### src/rtl/branch_resolve_unit.sv
// Branch resolution in AGEX: tracks in-flight predictions in order, trains the
// predictor on every resolve and redirects fetch (squashing younger work) on a mispredict.
module branch_resolve_unit #(
    parameter int unsigned DBITS  = 32,
    parameter int unsigned BPBITS = 8,
    parameter int unsigned DEPTH  = 4
) (
    input  logic                     clk,
    input  logic                     reset,
    input  logic                     pred_valid,
    input  logic [DBITS-1:0]         pred_pc,
    input  logic [DBITS-1:0]         pred_target,
    input  logic [BPBITS-1:0]        pred_idx,
    output logic                     pred_ready,
    input  logic                     res_valid,
    input  logic                     res_taken,
    input  logic [DBITS-1:0]         res_target,
    output logic                     upd_valid,
    output logic                     upd_dir,
    output logic [BPBITS-1:0]        upd_idx,
    output logic [DBITS-1:0]         upd_target,
    output logic [DBITS-1:0]         upd_pc,
    output logic                     redirect_valid,
    output logic [DBITS-1:0]         redirect_pc,
    output logic [$clog2(DEPTH):0]   q_count,
    output logic [15:0]              branch_count,
    output logic [15:0]              mispredict_count,
    output logic                     err_underflow
);

    localparam int unsigned AW = $clog2(DEPTH);
    localparam int unsigned CW = AW + 1;

    logic [DBITS-1:0]  r_pc_mem  [DEPTH];
    logic [DBITS-1:0]  r_tgt_mem [DEPTH];
    logic [BPBITS-1:0] r_idx_mem [DEPTH];

    logic [AW-1:0]     r_wptr;
    logic [AW-1:0]     r_rptr;
    logic [CW-1:0]     r_count;

    logic              r_upd_valid;
    logic              r_upd_dir;
    logic [BPBITS-1:0] r_upd_idx;
    logic [DBITS-1:0]  r_upd_target;
    logic [DBITS-1:0]  r_upd_pc;
    logic              r_redirect_valid;
    logic [DBITS-1:0]  r_redirect_pc;
    logic [15:0]       r_branch_count;
    logic [15:0]       r_mispredict_count;
    logic              r_err_underflow;

    logic              w_push;
    logic              w_pop;
    logic              w_underflow;
    logic              w_mispredict;
    logic [DBITS-1:0]  w_head_pc;
    logic [DBITS-1:0]  w_head_tgt;
    logic [BPBITS-1:0] w_head_idx;
    logic [DBITS-1:0]  w_actual_next;

    // Oldest entry and its resolution against the actual outcome
    assign w_head_pc     = r_pc_mem[r_rptr];
    assign w_head_tgt    = r_tgt_mem[r_rptr];
    assign w_head_idx    = r_idx_mem[r_rptr];
    assign w_pop         = res_valid && (r_count != '0);
    assign w_underflow   = res_valid && (r_count == '0);
    assign w_actual_next = res_taken ? res_target : (w_head_pc + DBITS'(4));
    assign w_mispredict  = w_pop && (w_actual_next != w_head_tgt);

    // Wrong-path predictions are refused during the resolve and redirect cycles
    assign pred_ready = (r_count < CW'(DEPTH)) && !(w_mispredict || r_redirect_valid);
    assign w_push     = pred_valid && pred_ready;

    always_ff @(posedge clk) begin
        if (w_push) begin
            r_pc_mem[r_wptr]  <= pred_pc;
            r_tgt_mem[r_wptr] <= pred_target;
            r_idx_mem[r_wptr] <= pred_idx;
        end
    end

    always_ff @(posedge clk or negedge reset) begin
        if (!reset) begin
            r_wptr             <= '0;
            r_rptr             <= '0;
            r_count            <= '0;
            r_upd_valid        <= 1'b0;
            r_upd_dir          <= 1'b0;
            r_upd_idx          <= '0;
            r_upd_target       <= '0;
            r_upd_pc           <= '0;
            r_redirect_valid   <= 1'b0;
            r_redirect_pc      <= '0;
            r_branch_count     <= '0;
            r_mispredict_count <= '0;
            r_err_underflow    <= 1'b0;
        end else begin
            r_upd_valid      <= w_pop;
            r_redirect_valid <= w_mispredict;
            if (w_pop) begin
                r_upd_dir    <= res_taken;
                r_upd_idx    <= w_head_idx;
                r_upd_target <= res_target;
                r_upd_pc     <= w_head_pc;
            end
            if (w_mispredict) begin
                r_redirect_pc <= w_actual_next;
            end
            if (w_pop && (r_branch_count != 16'hFFFF)) begin
                r_branch_count <= r_branch_count + 16'd1;
            end
            if (w_mispredict && (r_mispredict_count != 16'hFFFF)) begin
                r_mispredict_count <= r_mispredict_count + 16'd1;
            end
            if (w_underflow) begin
                r_err_underflow <= 1'b1;
            end
            // A mispredict flushes every younger entry
            if (w_mispredict) begin
                r_wptr  <= '0;
                r_rptr  <= '0;
                r_count <= '0;
            end else begin
                if (w_push) r_wptr <= r_wptr + AW'(1);
                if (w_pop)  r_rptr <= r_rptr + AW'(1);
                case ({w_push, w_pop})
                    2'b10:   r_count <= r_count + CW'(1);
                    2'b01:   r_count <= r_count - CW'(1);
                    default: r_count <= r_count;
                endcase
            end
        end
    end

    assign upd_valid        = r_upd_valid;
    assign upd_dir          = r_upd_dir;
    assign upd_idx          = r_upd_idx;
    assign upd_target       = r_upd_target;
    assign upd_pc           = r_upd_pc;
    assign redirect_valid   = r_redirect_valid;
    assign redirect_pc      = r_redirect_pc;
    assign q_count          = r_count;
    assign branch_count     = r_branch_count;
    assign mispredict_count = r_mispredict_count;
    assign err_underflow    = r_err_underflow;

endmodule

### config.mk
export PLATFORM = sky130hd
export DESIGN_NAME = branch_resolve_unit
export DESIGN_NICKNAME = d
export VERILOG_FILES = /design/src/rtl/branch_resolve_unit.sv
export SDC_FILE = /design/constraint.sdc
export NUM_CORES = 1
export LEC_CHECK = 0
export BUFFER_PORTS_ARGS = -buffer_cell sky130_fd_sc_hd__buf_2
export CAP_MARGIN = 0
export CORE_MARGIN = 5
export CORE_UTILIZATION = 58
export DETAILED_ROUTE_END_ITERATION = 7
export PLACE_DENSITY = 0.8
export SYNTH_ARGS = -nofsm -noshare
export SYNTH_HDL_FRONTEND = slang
export SYNTH_SLANG_ARGS = --single-unit
### constraint.sdc
create_clock -name clk -period 6.5 [get_ports clk]
set_input_delay 1.3 -clock clk [delete_from_list [all_inputs] [get_ports clk]]
set_output_delay 1.3 -clock clk [all_outputs]
set_load 0.03 [all_outputs]
==> metrics.md, run 1 <==
| Metric | Value |
|---|---|
| Outcome | complete, no violations |
| Fin util | 0.6918 |
| Synth Area in Simple Gates | 0.1166 |
| CP Data Arrival Time | 4.81 ns |
| Post-Syn Area | 18760 µm² |
| WL final | 50030 µm |
| Syn Area/Cell | 14.40 µm² |
| Crit share post-route | 0.9407 |
| Final Cell Area | 21940 µm² |
| Gr usage total | 0.2758 |
| Worst setup path category | reg -> out |
| Largest net degree at the start of global routing | 103 |
| Sequential power share | 0.419 |
| Worst-Margin Slew | 0.9511 ns |
| Area grow syn2layout | 16.97% |
| Root Buffer | clkbuf_16 |
| Final global-route overflow total | 0 |
| Initial core utilization | 0.5914 |
| Detailed Place HPWL | 34810 µm |
| Number of distinct library cells after synthesis | 68 |
| Hold path depth | 1 |
| Slowest cell on crit path | dfrtp_4 |
| Die W | 189.8 µm |
| Maximum clock rate | 163.5 MHz |
| Setup Skew | 0.01323 ns |
| CP Capture Type | primary output |
| Initial DRC Count | 1081 |
| Unrepaired setup endpoints after global routing | no |
| Reg2reg path depth | 13 |
| Share of cells above drive strength 1 | 0.2917 |
| Row Count | 65 |
| Gp weighted congestion | 0.9391 |
| 1st-pass router iterations | 5 |
| Gate Count Post-Synth | 1303 |
| Period minus WS final | 6.115 ns |
| CP cell instances | mux4_2, ha_1, and3_1, nand4_1, or4_1, a31oi_1, xnor2_1, o21a_1, and4_1, nor2_4, nor3_1, buf_2 |
| Psw | 0.003290 W |
| Worst hold-check path type | reg -> reg |
| Peak VDD IR | 0.0002865 V |
| Most used DFF post-synth | edfxtp_1 |
| Max FO, Critical Path | 36 |
| Mux contribution to synthesized area | 0.1106 |
| Nets | 1675 |
| Register area share after synthesis | 0.6571 |
| Logic pwr share | 0.305 |
| Post-Synth Adder-Cell Area | 0.005736 |
| Die area | 36040 µm² |
| Io pins | 253 |
| Ys async rst share | 0.3379 |
| Compound-Gate Fraction of Synth Area | 0.03942 |
| Pre-CTS WS | 0.7288 ns |
| Sw frac | 0.3557 |
| Buffers on Ports | 252 |
| XOR/XNOR share of the synthesized area | 0.04676 |
| Crit path max-delay family | simple AND/OR/NAND/NOR gates |
| TNS Setup | 0 ns |
| EDFF count, synth | 288 |
| Initial antenna violation count | 5 |
| DP Area | 20410 µm² |
| Yosys Warn Count | 0 |
| Int Power | 0.005960 W |
| Total CTS buffers | 44 |
| Critical Path RT | 5.20 ns |
| Number of global-route vias before repair | 12320 |
| DRT antenna net count | 0 |
| DRC errors left | 0 |
| CP startpoint kind | register |
| FF+latch count, synth | 435 |
| Final setup viols | 0 |
| Max-slew violations | 0 |
| Core area | 31720 µm² |
| Via-per-instance ratio | 6.053 |
| Leak Pwr | 8.640 nW |
| DR WL/cell | 25.00 µm |
| H-Tree Depth | 2 |
| Max-cap check violation count | 0 |
| Setup ws final | 0.3853 ns |
| Worst rel slew slack | 0.3659 |
| Deepest clock path buffer count | 3 |
| CP Buf/Inv Count | 1 |
| Final Hold Fails | 0 |
| PostCTS Resize Cnt | 0 |
| Clock power frac | 0.276 |
| Clock slew at reported path FFs | 0.06 ns |
| Crit path depth | 12 |
| Clock tree sinks | 435 |
| Syn nets | 1420 |
| Die height | 189.8 µm |
| Clock Latency Late Sink | 0.54 ns |
| First-pass GRT wire length | 74980 µm |
| Largest family of logic cells by synthesized area | simple AND/OR/NAND/NOR gates |
| TritonCTS clock tree | built |
| Pwr Density | 421.6 nW/µm² |
| Vias | 12110 |
| Critical path's largest stage delay | 0.80 ns |
[final timing paths]
path                                    to           from  slack, ns
max                             pred_ready      r_rptr[1]       0.39
min                          err_underflow  err_underflow       0.46
max reg2reg                r_pc_mem[3][25]      r_rptr[1]       1.06
min reg2reg                  err_underflow  err_underflow       0.46
max in group asynchronous  redirect_pc[26]          reset       4.37
min in group asynchronous   upd_target[12]          reset       0.86
[cell usage after synthesis (all sizes together), types with 6 or more instances]
cell | n | area share
nand4 | 23 | 0.0093
nor4 | 11 | 0.0047
inv | 18 | 0.0036
nand2b | 8 | 0.0027
buf | 32 | 0.014
o21ai | 44 | 0.012
xnor2 | 58 | 0.027
ha | 7 | 0.0047
and3 | 18 | 0.0060
nor2 | 34 | 0.0072
mux2i | 10 | 0.0053
and4 | 10 | 0.0047
nand3 | 27 | 0.0081
edfxtp | 288 | 0.46
mux2 | 26 | 0.019
dfrtp | 147 | 0.20
a21oi | 26 | 0.0069
xor2 | 37 | 0.017
and2 | 6 | 0.0020
nor3 | 24 | 0.0070
a31oi | 10 | 0.0033
nand2 | 267 | 0.053
clkbuf | 32 | 0.0064
mux4 | 72 | 0.086
o31ai | 10 | 0.0040
[stage by stage]
| stage | power, W | hold slack [ns] | cells |
|---|---|---|---|
| 2_1_floorplan | 0.005769 | 0.5616 | 1303 |
| 3_3_place_gp | 0.006653 | 0.4394 | 1913 |
| 3_5_place_dp | 0.006756 | 0.4448 | 1913 |
| 4_1_cts | 0.009296 | 0.4573 | 1995 |
| 5_1_grt | 0.009664 | 0.4809 | 2000 |
| 6_report | 0.009250 | 0.4557 | 2001 |
[layout by cell type (no fill, tap or decap), types with 14 or more instances in the layout]
cell       count
a21oi_1       26
and3_1        18
buf_2        251
buf_4         14
clkbuf_16     47
dfrtp_1      145
edfxtp_1     288
inv_1         17
mux2_4        16
mux4_2        72
nand2_1      267
nand3_1       25
nand4_1       21
nor2_1        33
nor3_1        23
o21ai_0       44
xnor2_1       58
xor2_1        37
[routing by layer]
metal  global-route usage  vias to the layer above  part of all wire  wire (µm)
li1                     -                     5340                 -          -
met1               0.3713                     6087              0.39      19460
met2               0.4648                      595              0.50      25050
met3              0.05284                       88             0.082       4108
met4              0.08125                        2             0.028       1389
met5                    0                        -           0.00026         13
[sequential cells by signal (all words and copies together), names as in the netlist, 8 cells and up]
name              count
r_pc_mem            128
r_tgt_mem           128
r_idx_mem            32
redirect_pc          32
upd_pc               32
upd_target           32
branch_count         16
mispredict_count     16
upd_idx               8
[cell type report]
cell class / instances / area (µm²)
flip-flops and latches: 435 / 12330
fillers: 2113 / 9776
multi-input cells: 785 / 6008
repair buffers: 273 / 1513
clock buffers: 64 / 1340
well taps: 402 / 503.0
clock inverters: 18 / 160.2
inverters: 19 / 71.32
diodes: 5 / 12.51
[repair_timing]
action                     4_1_cts  5_1_grt
setup endpoints to repair        0        1
hold buffers                     0        0
buffers inserted                 0        1
[worst register-to-register path, stage by stage (launching register included)]
cell     delay, ns
dfrtp_4       0.80
mux4_2        0.43
ha_1          0.24
and3_1        0.28
nand4_1       0.34
or4_1         0.58
a31oi_1       0.49
xnor2_1       0.20
o21a_1        0.16
and4_1        0.33
nor2_4        0.07
buf_4         0.33
and3b_4       0.54
buf_12        0.29
[cells by family after synthesis]
family / count (synthesis)
buffers and inverters: 83
multiplexers: 108
flip-flops: 435
adder cells (fa/ha/maj): 8
AND/OR/NAND/NOR: 456
XOR/XNOR: 97
AO/OA/AOI/OAI: 116
[power groups by stage]
stage               Combinational [W]  Clock [W]  Sequential [W]
global route                  0.00301    0.00271         0.00394
CTS                           0.00284    0.00257         0.00388
detailed placement            0.00283          0         0.00393
finish                        0.00282    0.00255         0.00388
floorplan                     0.00114          0         0.00463
global placement              0.00277          0         0.00389
(Power assumes the default switching activity.)
==> run 2: changes to the inputs <==
- CORE_UTILIZATION: 58 -> 55
- PLACE_DENSITY: 0.8 -> 0.77
==> run 2 against run 1 <==
Effect of this change: die area grew 5.2%; clock power grew 2%; maximum frequency grew 1.6%; flip-flop and latch count is the same; first-iteration DRC count grew 1.3%; largest cell class unchanged.
==> metrics.md, run 2 (synthesized netlist as in run 1, its figures left out) <==
| Metric | Value |
|---|---|
| Total CTS buffers | 44 |
| Share of cells above drive strength 1 | 0.2892 |
| Pwr Density | 422.9 nW/µm² |
| CP startpoint kind | register |
| Maximum clock rate | 166.1 MHz |
| Final global-route overflow total | 0 |
| Via-per-instance ratio | 5.956 |
| Detailed Place HPWL | 34650 µm |
| Largest net degree at the start of global routing | 94 |
| Worst-Margin Slew | 0.8971 ns |
| Vias | 12200 |
| Final setup viols | 0 |
| Gr usage total | 0.2614 |
| Hold-fix buffers, CTS | 0 |
| DR WL/cell | 24.57 µm |
| Final Hold Fails | 0 |
| Buffers on Ports | 252 |
| Number of global-route vias before repair | 12220 |
| Outcome | complete, no violations |
| Setup ws final | 0.4801 ns |
| Initial DRC Count | 1095 |
| GR met3 Demand/Resource | 0.05713 |
| TritonCTS clock tree | built |
| Clock Latency Late Sink | 0.55 ns |
| CP Data Arrival Time | 4.72 ns |
| Io pins | 253 |
| Root Buffer | clkbuf_16 |
| DRT antenna net count | 0 |
| Max-cap check violation count | 0 |
| Period minus WS final | 6.020 ns |
| Core area | 33620 µm² |
| Clock tree sinks | 435 |
| GRT met2 Usage | 0.4245 |
| Max FO, Critical Path | 16 |
| Die W | 194.7 µm |
| Top Registers | r_pc_mem: 128 flops, r_tgt_mem: 128 flops |
| Nets | 1677 |
| Pre-CTS WS | 0.9792 ns |
| First-pass GRT wire length | 75620 µm |
| Crit share post-route | 0.9261 |
| Leak Pwr | 8.617 nW |
| Met1 usage | 0.3602 |
| Row Count | 67 |
| Worst hold slack | 0.4618 ns |
| Deepest clock path buffer count | 3 |
| DRC errors left | 0 |
| Initial antenna violation count | 10 |
| Peak VDD IR | 0.0003625 V |
| WL final | 50350 µm |
| Worst setup path category | reg -> out |
| Commonest non-fill, non-tap cell in the layout | edfxtp_1 |
| H-Tree Depth | 2 |
| Max-slew violations | 0 |
| Die area | 37900 µm² |
| 1st-pass router iterations | 6 |
| Most frequent cells in the layout | edfxtp_1 (288), nand2_1 (267), buf_2 (251) |
| R2R setup slack | 1.25 ns |
| TNS Setup | 0 ns |
| Worst rel slew slack | 0.4019 |
| Die height | 194.7 µm |
| Setup Skew | 0.008657 ns |
| Clock slew at reported path FFs | 0.06 ns |
| Unrepaired setup endpoints after global routing | no |
| Total of fill cells in the finished design | 2415 |
| Initial core utilization | 0.5580 |
| PostCTS Resize Cnt | 0 |
| Area grow syn2layout | 17.01% |
| CP Capture Type | primary output |
| Gp weighted congestion | 0.9548 |
| Critical Path RT | 5.20 ns |
| Worst hold-check path type | reg -> reg |
| Most used routing layer | met2 |
run 2: path summary, 6_finish.rpt:
path,start,to,cells after the start
max in group asynchronous,reset,r_rptr[0],2
hold reg to reg,err_underflow,err_underflow,1
hold / removal,err_underflow,err_underflow,1
setup reg to reg,r_rptr[0],q_count[2],16
setup / recovery,r_rptr[0],pred_ready,12
min in group asynchronous,reset,upd_idx[4],1
run 2: worst max-delay path, cell delays in order (launching register included):
cell and delay [ns]:
dfrtp_4 0.63, buf_12 0.23, mux4_2 0.46, and4_1 0.30
nand4_1 0.45, nor2_1 0.33, o31ai_1 0.09, or4b_1 0.56
nor4_2 0.28, and4_1 0.36, nor2_4 0.09, nor3_1 0.16
buf_2 0.22
run 2: area by class of cell:
cell class | instances | area, µm² | area share
inverters | 19 | 71.32 | 0.003249
repair buffers | 275 | 1465 | 0.06675
diodes | 7 | 17.52 | 0.0007980
flip-flops and latches | 435 | 12330 | 0.5619
well taps | 448 | 560.5 | 0.02554
multi-input cells | 785 | 6008 | 0.2737
clock inverters | 22 | 277.8 | 0.01265
clock buffers | 58 | 1215 | 0.05535
run 2: stage by stage:
step / cells / util / cell area [µm²] / power [W]
after floorplan: 1303 / - / 18760 / 0.005769
after global placement: 1961 / 0.6074 / 20420 / 0.006654
after detailed placement: 1961 / 0.6074 / 20420 / 0.006732
after CTS: 2041 / 0.6518 / 21910 / 0.009334
after global routing: 2047 / 0.6528 / 21940 / 0.009709
final: 2049 / 0.6530 / 21950 / 0.009283
run 2: routing by layer:
layer / up-vias / part of all wire
li1: 5346 / -
met1: 6143 / 0.40
met2: 620 / 0.49
met3: 87 / 0.087
met4: 8 / 0.027
met5: - / 0.00091
run 2: power breakdown:
part           switching [W]  internal, W
logic                0.00195     0.000845
clock network        0.00104      0.00156
registers           0.000297      0.00359
run 2: repair_timing:
item | in CTS | in global routing
endpoints found under the setup margin | 0 | 1
endpoints found under the hold margin | 0 | 0
buffers inserted | 0 | 1
